--- config.mk ---
export PLATFORM = sky130hd
export DESIGN_NAME = fetch_decode_stage_register
export DESIGN_NICKNAME = d
export VERILOG_FILES = /design/src/rtl/fetch_decode_stage_register.sv
export SDC_FILE = /design/constraint.sdc
export NUM_CORES = 1
export LEC_CHECK = 0
export ABC_AREA = 0
export ABC_CLOCK_PERIOD_IN_PS = 1750
export CORE_MARGIN = 1
export CORE_UTILIZATION = 30
export CTS_CLUSTER_SIZE = 16
export DETAILED_ROUTE_END_ITERATION = 8
export PLACE_DENSITY = 0.63
export SETUP_SLACK_MARGIN = 0.02
export SYNTH_ARGS = -nofsm -noshare
export SYNTH_HDL_FRONTEND = slang
export SYNTH_SLANG_ARGS = --single-unit
--- constraint.sdc ---
create_clock -name clk -period 1.75 [get_ports clk]
set_input_delay 0.4375 -clock clk [delete_from_list [all_inputs] [get_ports clk]]
set_output_delay 0.4375 -clock clk [all_outputs]
set_load 0.01 [all_outputs]
--- src/rtl/fetch_decode_stage_register.sv ---
// IF/ID pipeline register between fetch and decode.
// Uses a valid/ready handshake and a synchronous flush that squashes all held entries.
// An optional second (skid) entry lets in_ready be driven from a flop.
// Whenever out_valid is low the outputs carry a NOP bubble, so decode can use the word unqualified.
module fetch_decode_stage_register #(
    parameter int                     INSTR_WIDTH = 32,
    parameter int                     PC_WIDTH    = 64,
    parameter logic [INSTR_WIDTH-1:0] NOP_INSTR   = 32'hD503201F,
    parameter int                     SKID        = 1
) (
    input  logic                   clk,
    input  logic                   reset,
    input  logic                   in_valid,
    output logic                   in_ready,
    input  logic [INSTR_WIDTH-1:0] instruction_in,
    input  logic [PC_WIDTH-1:0]    pc_in,
    input  logic                   flush,
    output logic                   out_valid,
    input  logic                   out_ready,
    output logic [INSTR_WIDTH-1:0] instruction_out,
    output logic [PC_WIDTH-1:0]    pc_out
);

    localparam bit USE_SKID = (SKID != 0);

    logic                   skid_valid;
    logic [INSTR_WIDTH-1:0] skid_instr;
    logic [PC_WIDTH-1:0]    skid_pc;

    logic can_load;
    logic accept;
    logic consume;

    // The main register can take new data when it is empty or is being drained this cycle.
    assign can_load = !out_valid || out_ready;
    assign consume  = out_valid && out_ready;
    assign accept   = in_valid && in_ready;

    // With a skid entry, in_ready depends only on the skid flop, so there is no path from out_ready.
    // Without a skid entry, in_ready passes backpressure straight through.
    assign in_ready = USE_SKID ? !skid_valid : can_load;

    // Main register. Flush has top priority, then the skid drains ahead of new input (FIFO order).
    always_ff @(posedge clk or negedge reset) begin
        if (!reset) begin
            out_valid       <= 1'b0;
            instruction_out <= NOP_INSTR;
            pc_out          <= '0;
        end else if (flush) begin
            out_valid       <= 1'b0;
            instruction_out <= NOP_INSTR;
        end else if (skid_valid && can_load) begin
            out_valid       <= 1'b1;
            instruction_out <= skid_instr;
            pc_out          <= skid_pc;
        end else if (accept && can_load) begin
            out_valid       <= 1'b1;
            instruction_out <= instruction_in;
            pc_out          <= pc_in;
        end else if (consume) begin
            // Drained with nothing to replace it: present a bubble; pc_out keeps its last value.
            out_valid       <= 1'b0;
            instruction_out <= NOP_INSTR;
        end
    end

    // Skid entry: catches an accepted word while the main register is stalled, and empties into main.
    always_ff @(posedge clk or negedge reset) begin
        if (!reset) begin
            skid_valid <= 1'b0;
            skid_instr <= NOP_INSTR;
            skid_pc    <= '0;
        end else if (flush) begin
            skid_valid <= 1'b0;
        end else if (skid_valid && can_load) begin
            skid_valid <= 1'b0;
        end else if (USE_SKID && accept && !can_load) begin
            skid_valid <= 1'b1;
            skid_instr <= instruction_in;
            skid_pc    <= pc_in;
        end
    end

endmodule
After elaboration in Yosys (flattened, before gate mapping)
Cells that the tools add are included.
{ "classes": {"mux": 13, "reduce_logical": 14, "bitwise": 2} }
{ "op_table": {"columns": ["operator", "n"], "rows": [
  ["32-bit two-way mux", 4],
  ["64-bit two-way mux", 2],
  ["1-bit two-way mux", 7],
  ["1-bit logical AND", 5],
  ["4-bit nonzero test", 1],
  ["1-bit logical NOT", 3],
  ["3-bit AND reduction", 1],
  ["3-bit nonzero test", 1],
  ["1-bit inverter", 2],
  ["2-bit AND reduction", 1],
  ["2-bit nonzero test", 1],
  ["1-bit logical OR", 1]
]} }
{ "word_totals": {"input_bits": 101, "wordCells": 35, "output_inout_bits": 98, "register_bits": 194} }

Depth between registers and ports, before layout
{ "depth": {"depth_word": 7, "depth_mapped": 7, "depth_no_buf": 3} }

Worst setup path after synthesis
OpenSTA, ideal clock, no wires.
{ "synth_path": {"kind": "register -> register", "start": "register skid_valid", "end": "register skid_instr[10]", "path_buffers": 4, "setup_time_ps": 125, "stages_incl_launch_ff": 8, "arrival_ps": 1702, "setup_slack_ps": -77, "period_less_slack_ps": 1827, "required_time_ps": 1625, "path_cell_list": "dfrtp_1 buf_2 or3b_1 buf_4 nor2_8 buf_12 buf_12 mux2_4"} }
{ "synth_between": {"elab_chain_cells": 4, "elab_cells_between_ends": 6, "cone_classes": "bitwise: 1; reduce/logical: 5"} }
{ "synth_lines": {"columns": ["item", "line", "text"], "rows": [
  ["from (decl)", "26", "logic skid_valid;"],
  ["from (signal assigned)", "70", "skid_valid <= 1'b0;"],
  ["from (signal assigned)", "74", "skid_valid <= 1'b0;"],
  ["from (signal assigned)", "76", "skid_valid <= 1'b0;"],
  ["1-bit logical NOT", "41", "assign in_ready = USE_SKID ? !skid_valid : can_load;"],
  ["1-bit logical AND", "37", "assign accept = in_valid && in_ready;"],
  ["1-bit logical AND", "77", "end else if (USE_SKID && accept && !can_load) begin"],
  ["3-bit AND reduction (no line) *", null, null],
  ["to (signal assigned)", "79", "skid_instr <= instruction_in;"],
  ["to (decl)", "27", "logic [INSTR_WIDTH-1:0] skid_instr;"]
]} }
Every way passes the cells marked *; elsewhere a longest branch is shown, timed or not.
A chain may end at the register's enable or synchronous reset.

Worst setup path after layout
{ "layout_path": {"start": "register skid_valid", "end": "register skid_instr[27]"} }
Same word-level chain as after synthesis.

==> metrics.txt <==
status finished with violations; violated checks negative setup slack; Max IR drop VDD 448 uV; vias per cell 5.12; Finished Layout Cells 1137; final hold vios 0; Seq cells post-synth 194; CTS Sinks 194; dpl cells 1076; Syn Nets 653; Setup crit start skid_valid$_DFFE_PN0P_; top_reg_cell synth dfrtp_1; crit-path cells or3b_4 -> nor2_8 -> buf_12 -> buf_6 -> buf_16 -> mux2_4; slowest stage cell, crit path or3b_4; most frequent cells in the layout 168 x dfrtp_1, 97 x dlygate4sd2_1, 97 x clkdlybuf4s50_1; delay-heaviest family, CP simple AND/OR/NAND/NOR gates; MaxCap Viol Count 0; worst hold path type input pin to asynchronous set/reset pin; count of cell types in the netlist 31; Total Routing Usage GR 17.4%; Avg WL per Cell 21.2 um; Ant. Diodes 0; layout cells sized above 1 36.8%; Final GP Congestion 0.765; gr ovfl total 0; via count 5817; die width 167 um; Worst path max stage delay 0.42 ns; Reg-to-Reg Start skid_valid$_DFFE_PN0P_; worst setup path class flip-flop to flip-flop; most common cell after layout, fill and taps aside dfrtp_1; CP required 2.08 ns; die area 0.0279 sq mm; Setup TNS -0.865 ns; CTS Root Cell clkbuf_16; Area after DPL 0.0107 sq mm; pin count of the biggest net entering global routing 61; antenna viol nets, final 0; Gate Count Post-Synth 552; Worst Slack Setup Final -0.0382 ns; Avg Cell Area, Syn 14.8 sq um; maximum clock frequency 559 MHz; fin. max-slew vios 0; Post-synth EDFFs 0; Nets 884; CP Max Fanout 8; ratio of final minimum period to clock period 102%; Filler cells 2487; WP data arrival 2.11 ns; Synth warnings 0; Rows 60; mapped cell area 0.00818 sq mm; starting density of the core 30.4%; Initial DRT Pass Iterations 6; Seq/Total Area, Yosys 59.8%; async set-reset flop share out of synthesis 100%; htree depth 4; pre-CTS setup slack -0.738 ns; Max clock buf depth 2; Clk pin slew, worst setup/hold paths 0.08 ns; Design Area, Final 0.0121 sq mm; worst-margin pin slew 0.634 ns; CTS tree built; static leakage 5.11 nW; kind of start point of the critical path flip-flop; Buf+Inv Stages, Crit Path 3; Core Area 0.0269 sq mm; worst relative slew slack 57.7%; Syn-to-layout area delta 47.9%; I/O Buffers 198; Min Clock Period, post-route 1.79 ns; clock latency on the worst-skew pair 0.44 ns; I/O Pins 199; Clock Skew 0.0179 ns; nature of the critical path endpoint flip-flop; PD cells 1040 mW/mm^2; CTS Buf Count 17; final setup violating endpoints 40; Initial DRC Count 409; initial antenna violation count 1; DP Wirelength 13500 um; vias in the first global route 6227; first-pass GRT wire length 37400 um; Final Total Pwr 12.6 mW; Die H 167 um; # DRC 0; RSZ-0062 raised after global routing true; drt total wl 24100 um
## timing repair
| action | CTS | global route |
|---|---|---|
| buffers inserted | 15 | 2 |
| hold buffers | 1 | 0 |
| pin swaps | 3 | 5 |
| gates resized for setup | 197 | 20 |
| endpoints found under the setup margin | 283 | 174 |
| hold endpoints to repair | 26 | 0 |
| gates cloned | 19 | 2 |
## flip-flops by register name, indices dropped and copies added (netlist names)
register / flops
instruction_out: 32
out_valid: 1
pc_out: 64
skid_instr: 32
skid_pc: 64
skid_valid: 1
## stage by stage
stage | hold WS, ns | utilization [%]
6_report | 0.476 | 45.0
5_1_grt | 0.486 | 45.0
4_1_cts | 0.477 | 45.4
3_5_place_dp | 0.375 | 39.7
3_3_place_gp | 0.374 | 39.7
2_1_floorplan | 0.142 | -
## path summary, 6_finish.rpt
kind / to / cells after the start / slack, ns
min in group clk: instruction_out[12]$_DFFE_PN0P_ / 1 / 0.49
setup reg to reg: skid_instr[27]$_DFFE_PN0P_ / 6 / -0.04
hold / removal: skid_pc[46]$_DFFE_PN0P_ / 2 / 0.48
max in group asynchronous: pc_out[29]$_DFFE_PN0P_ / 3 / 0.66
hold reg to reg: instruction_out[12]$_DFFE_PN0P_ / 1 / 0.49
setup / recovery: skid_instr[27]$_DFFE_PN0P_ / 6 / -0.04
## layer usage
layer | global-route usage (%) | routed length (um) | vias up
li1 | - | - | 2613
met1 | 23.7 | 11400 | 2991
met2 | 26.8 | 10700 | 192
met3 | 5.63 | 1710 | 19
met4 | 4.15 | 239 | 2
met5 | 0 | 9 | -
## cell usage after synthesis (5+ instances only)
cell / count / share of area, %
dfrtp_1: 168 / 51
or3_1: 65 / 5.0
o221a_2: 63 / 8.7
mux2_2: 56 / 7.7
mux2_4: 40 / 7.3
clkbuf_1: 33 / 1.5
dfstp_2: 26 / 8.4
a22oi_1: 19 / 1.7
o2bb2ai_1: 19 / 2.0
a2bb2oi_1: 13 / 1.4
o22ai_1: 13 / 0.99
buf_4: 6 / 0.55
buf_12: 5 / 1.2
buf_2: 5 / 0.31
## power by group
part           total [mW]  switching, mW  internal [mW]  leakage [nW]
logic                2.63          0.946           1.69          2.53
clock network        4.05           1.96           2.09         0.292
registers            5.95          0.529           5.42          2.28
## area by class of cell
type	count	area (sq um)	share of cell area (%)
well taps	341	427	3.53
flip-flops and latches	194	4890	40.4
clock buffers	18	439	3.63
clock inverters	14	169	1.40
multi-input cells	307	3250	26.8
repair buffers	262	2920	24.2
inverters	1	3.75	0.0310
## cells by family after synthesis
family / count (synthesis) / share of synthesized area [%]
buffers and inverters: 51 / 3.69
AO/OA/AOI/OAI: 131 / 15.2
AND/OR/NAND/NOR: 80 / 6.33
multiplexers: 96 / 15.1
flip-flops: 194 / 59.8
Note: power is estimated with default switching activity, not from simulation.
